File: src/rtl/video_mem_port.sv
// video_mem_port: shares one 1-cycle-latency byte memory between the video
// controller's fetch port and a CPU requester. Every pixel period has four
// clocks; the video fetch owns phase 1 and the CPU owns phase 3, so video
// reads are never delayed by CPU traffic.
module video_mem_port #(
   parameter int AW = 17
) (
   input  logic          clk_sys,
   input  logic          reset,
   input  logic          ce_pix,
   input  logic [AW-1:0] vid_addr,
   output logic [7:0]    vid_din,
   input  logic          cpu_req,
   input  logic          cpu_we,
   input  logic [AW-1:0] cpu_addr,
   input  logic [7:0]    cpu_dout,
   output logic [7:0]    cpu_din,
   output logic          cpu_ack,
   output logic [AW-1:0] mem_addr,
   output logic          mem_rd,
   output logic          mem_wr,
   output logic [7:0]    mem_wdata,
   input  logic [7:0]    mem_q
);

   // Phase of the pixel period; PH3 is where ce_pix normally lands.
   typedef enum logic [1:0] {
      PH0 = 2'd0,
      PH1 = 2'd1,
      PH2 = 2'd2,
      PH3 = 2'd3
   } phase_t;

   phase_t          r_phase;
   phase_t          w_phase_nxt;

   logic [AW-1:0]   r_mem_addr;
   logic            r_mem_rd;
   logic            r_mem_wr;
   logic [7:0]      r_mem_wdata;
   logic [AW-1:0]   w_mem_addr_nxt;
   logic            w_mem_rd_nxt;
   logic            w_mem_wr_nxt;
   logic [7:0]      w_mem_wdata_nxt;

   logic [7:0]      r_vid_din;
   logic [7:0]      r_cpu_din;
   logic            r_cpu_ack;

   // CPU completion tracker: bit 0 is set on issue, bit 1 one edge later,
   // and the ack fires on the edge after that. It runs independently of
   // the phase so a shortened pixel period can never lose an ack.
   logic [1:0]      r_vld_pipe;
   logic [1:0]      r_rd_pipe;

   logic            w_busy;
   logic            w_cpu_issue;
   logic            w_vid_cap;

   assign mem_addr  = r_mem_addr;
   assign mem_rd    = r_mem_rd;
   assign mem_wr    = r_mem_wr;
   assign mem_wdata = r_mem_wdata;
   assign vid_din   = r_vid_din;
   assign cpu_din   = r_cpu_din;
   assign cpu_ack   = r_cpu_ack;

   assign w_busy    = |r_vld_pipe;

   // Phase counter next state: ce_pix resynchronises to PH0 at any time.
   always_comb begin
      w_phase_nxt = phase_t'(r_phase + 2'd1);
      if (ce_pix) begin
         w_phase_nxt = PH0;
      end
   end

   // Slot decode: what the memory port does on the edge ending each phase.
   // Strobes default to 0 so anything issued last edge is cleared, except
   // that a PH0 video issue simply overrides whatever the CPU left behind.
   always_comb begin
      w_mem_addr_nxt  = r_mem_addr;
      w_mem_rd_nxt    = 1'b0;
      w_mem_wr_nxt    = 1'b0;
      w_mem_wdata_nxt = r_mem_wdata;
      w_cpu_issue     = 1'b0;
      w_vid_cap       = 1'b0;
      case (r_phase)
         PH0: begin
            w_mem_addr_nxt = vid_addr;
            w_mem_rd_nxt   = 1'b1;
         end
         PH2: begin
            // Video data from the PH1 read is on mem_q now.
            w_vid_cap = 1'b1;
            if (cpu_req && !w_busy) begin
               w_cpu_issue     = 1'b1;
               w_mem_addr_nxt  = cpu_addr;
               w_mem_rd_nxt    = ~cpu_we;
               w_mem_wr_nxt    = cpu_we;
               w_mem_wdata_nxt = cpu_dout;
            end
         end
         default: begin
            // PH1 and PH3: strobes drop, address and data hold.
         end
      endcase
   end

   // Phase register and registered memory port.
   always_ff @(posedge clk_sys or posedge reset) begin
      if (reset) begin
         r_phase     <= PH0;
         r_mem_addr  <= '0;
         r_mem_rd    <= 1'b0;
         r_mem_wr    <= 1'b0;
         r_mem_wdata <= '0;
      end else begin
         r_phase     <= w_phase_nxt;
         r_mem_addr  <= w_mem_addr_nxt;
         r_mem_rd    <= w_mem_rd_nxt;
         r_mem_wr    <= w_mem_wr_nxt;
         r_mem_wdata <= w_mem_wdata_nxt;
      end
   end

   // Video capture; holds through PH3 for the controller's ce_pix sample,
   // and holds across any period that skipped PH2.
   always_ff @(posedge clk_sys or posedge reset) begin
      if (reset) begin
         r_vid_din <= '0;
      end else if (w_vid_cap) begin
         r_vid_din <= mem_q;
      end
   end

   // CPU completion: two edges after issue, pulse ack and capture read data.
   always_ff @(posedge clk_sys or posedge reset) begin
      if (reset) begin
         r_vld_pipe <= '0;
         r_rd_pipe  <= '0;
         r_cpu_ack  <= 1'b0;
         r_cpu_din  <= '0;
      end else begin
         r_vld_pipe <= {r_vld_pipe[0], w_cpu_issue};
         r_rd_pipe  <= {r_rd_pipe[0], w_cpu_issue & ~cpu_we};
         r_cpu_ack  <= r_vld_pipe[1];
         if (r_vld_pipe[1] && r_rd_pipe[1]) begin
            r_cpu_din <= mem_q;
         end
      end
   end

endmodule

File: config.mk
export PLATFORM = sky130hd
export DESIGN_NAME = video_mem_port
export DESIGN_NICKNAME = d
export VERILOG_FILES = /design/src/rtl/video_mem_port.sv
export SDC_FILE = /design/constraint.sdc
export NUM_CORES = 1
export LEC_CHECK = 0
export CORE_AREA = 2 2 99 101
export DETAILED_ROUTE_END_ITERATION = 10
export DIE_AREA = 0 0 101 103
export GPL_TIMING_DRIVEN = 0
export PLACE_DENSITY = 0.49
export SLEW_MARGIN = 20
export SYNTH_ARGS = -nofsm -noshare
export SYNTH_HDL_FRONTEND = slang
export SYNTH_SLANG_ARGS = --single-unit
File: constraint.sdc
create_clock -name clk_sys -period 4.1 [get_ports clk_sys]
set_clock_uncertainty 0.2 [all_clocks]
set_input_delay 0.41 -clock clk_sys [delete_from_list [all_inputs] [get_ports clk_sys]]
set_output_delay 0.41 -clock clk_sys [all_outputs]
set_load 0.01 [all_outputs]
==> results.cfg <==
[clock_tree]
clock_latency_ns = 0.30
htree_levels = 2
cts_buffers = 5
ctsResizeCount = 0
cts_tree = done
clock-sinks = 50
clk_pin_slew_ns = 0.09
root_buffer = clkbuf_8
clock_path_buffers = 2
post_cts_buffers = 0
cts_hold_buf = 0

[setup_path]
critical_path.max_fanout = 10
cp-end-kind = flop
worstPathArrival_ns = 2.07
crit_required_ns = 4.09
cp-start-kind = flop
crit_type = reg2reg

[placed_design]
place_congestion = 0.632
dp_slack_ns = 1.89
port_buffers = 98
hpwl_mm = 3.38

[synthesis]
synth.distinct_cells = 15
synthTopCellsByArea = dfrtp_1, mux2_2, mux2_4, ha_1, buf_12
synth_cells = 127
synthesis.area_um2 = 2090
synth.avg_cell_area_um2 = 16.5
yosysSeqAreaShare = 0.598
synth-seq-cells = 50
netlist.area_leader.share = 0.598
yosysTopAreaCell = dfrtp_1
synth_warnings = 0
synth_nets = 184

[floorplan]
coreArea_um2 = 9460
boundaryPins = 99
die-height_um = 103
rows = 36
die-width_um = 101
initial_utilization = 0.221
die_area_um2 = 10400

[pwr]
power_density_nw_per_um2 = 459
p_total_w = 0.00152
p_leak_nw = 1.38
p_sw_frac = 0.265
switchingPower_w = 0.000403
combPwrFrac = 0.365
sequentialPowerShare = 0.438
p_int_w = 0.00112
irDropWorstVdd_mv = 0.164
clkPwrFrac = 0.197

[routing]
routed_wl_mm = 4.75
wl_per_cell_um = 13.7
drtIter0Drc = 34
vias_per_cell = 4.08
drtPass1Iterations = 4
drc = 0
final_antenna_net_count = 0
vias = 1417

[layout]
fin_util = 0.350
nets = 289
drive_gt1_frac = 0.318
regArea_um2 = 1250
num_antenna_cells = 0
syn_to_final_growth_pct = 58.2
multiInputGateArea_um2 = 781
fillers = 958

[timing]
finalCritPeriodShare = 0.508
rsz0062_at_grt = false
slew_headroom = 0.579
fmax_mhz = 481
final_hold_viol_count = 0
fin_setup_tns_ns = 0
finalWorstSetupSlack_ns = 2.02
tightestPinTransition_ns = 0.631
slew_violations = 0
setup_viol_count_final = 0
fin_crit_ns = 2.08

[run_status]
status = completed

[grt]
grt_pass1_vias = 1470
grt_pass1_wl_mm = 7.51
antenna_found_initial = 0
grt_overflow_total = 0
grt_usage = 0.0948
grt_max_degree = 51

[min_path]
min_path_type = reg2reg

[run]
cap_viol_max_count = 0
-- cell families after synthesis --
group | share of synthesized area
AND/OR/NAND/NOR | 0.0233
AO/OA/AOI/OAI | 0.00777
multiplexers | 0.330
flip-flops | 0.598
adder cells (fa/ha/maj) | 0.0120
buffers and inverters | 0.0293
-- layout make-up --
type                       instances  share of cell area
inverter                           4             0.00529
clock buffer                       7              0.0261
clock inverter                     1             0.00151
buffer                             5              0.0140
tap                              114              0.0431
timing repair buffer              98               0.296
sequential                        50               0.378
multi-input combinational         68               0.236
-- power by group through the flow --
stage	clock (W)	combinational (W)	sequential (W)
3_5_place_dp	0	0.000565	0.000678
6_report	0.000299	0.000555	0.000666
3_3_place_gp	0	0.000562	0.000674
4_1_cts	0.000322	0.000567	0.000668
2_1_floorplan	0	0.000187	0.000730
5_1_grt	0.000343	0.000594	0.000684
-- Yosys cell counts (all sizes together) --
library cell and n:
and4bb 1, dfrtp 50, buf 5, inv 4
mux2 58, a21oi 1, or2 1, nor2 1
ha 2, nor2b 2, nand2 1, and2 1
-- critical path, cell delays in order, from the launching register on --
cell      delay (ns)
dfrtp_1         0.35
inv_1           0.06
ha_1            0.20
buf_6           0.14
and4bb_4        0.22
a21oi_4         0.30
buf_12          0.20
mux2_4          0.30
-- stage by stage --
step | std cells | cell area (um^2) | hold slack (ns)
detailed placement | 339 | 3220 | 0.140
global route | 347 | 3310 | 0.150
floorplan | 127 | 2090 | 0.131
finish | 347 | 3310 | 0.148
global placement | 339 | 3220 | 0.135
CTS | 347 | 3310 | 0.151
-- flip-flops by register name (all words and copies together), names as in the netlist --
register,flops
cpu_ack,1
cpu_din,8
mem_addr,17
mem_rd,1
mem_wdata,8
mem_wr,1
r_phase,2
r_rd_pipe,2
r_vld_pipe,2
vid_din,8
-- worst paths after layout --
check	start	endpoint	slack, ns	cells past startpoint
setup / recovery	r_phase[0]	mem_addr[9]	2.02	7
hold / removal	r_rd_pipe[0]	r_rd_pipe[1]	0.15	0
setup reg to reg	r_phase[0]	mem_addr[9]	2.02	7
hold reg to reg	r_rd_pipe[0]	r_rd_pipe[1]	0.15	0
max in group asynchronous	reset	r_rd_pipe[0]	2.93	2
min in group asynchronous	reset	cpu_din[6]	0.36	2
-- cells in the final DEF (no fill, tap or decap) --
| master | synthesis | routed |
|---|---|---|
| dfrtp_1 | 50 | 50 |
| nor2b_1 | 2 | 2 |
| mux2_2 | 48 | 48 |
| a21oi_4 | 1 | 1 |
| ha_1 | 2 | 2 |
| buf_2 | 3 | 3 |
| clkdlybuf4s50_1 | 0 | 98 |
| inv_1 | 4 | 3 |
| nand2_1 | 1 | 1 |
| clkinv_2 | 0 | 1 |
| clkbuf_8 | 0 | 6 |
| buf_12 | 1 | 1 |
| clkbuf_1 | 0 | 1 |
| or2_2 | 1 | 1 |
| inv_4 | 0 | 1 |
| and2_1 | 1 | 1 |
| mux2_4 | 10 | 10 |
| and4bb_4 | 1 | 1 |
| nor2_1 | 1 | 1 |
| buf_6 | 1 | 1 |
-- metal layers --
layer,share of wire,vias to the layer above,GRT usage
met2,0.51,44,0.154
met3,0.057,6,0.0285
met1,0.42,719,0.120
met5,0,-,0
met4,0.013,0,0.0343
li1,-,648,-
Power figures use the tool's default switching activity.
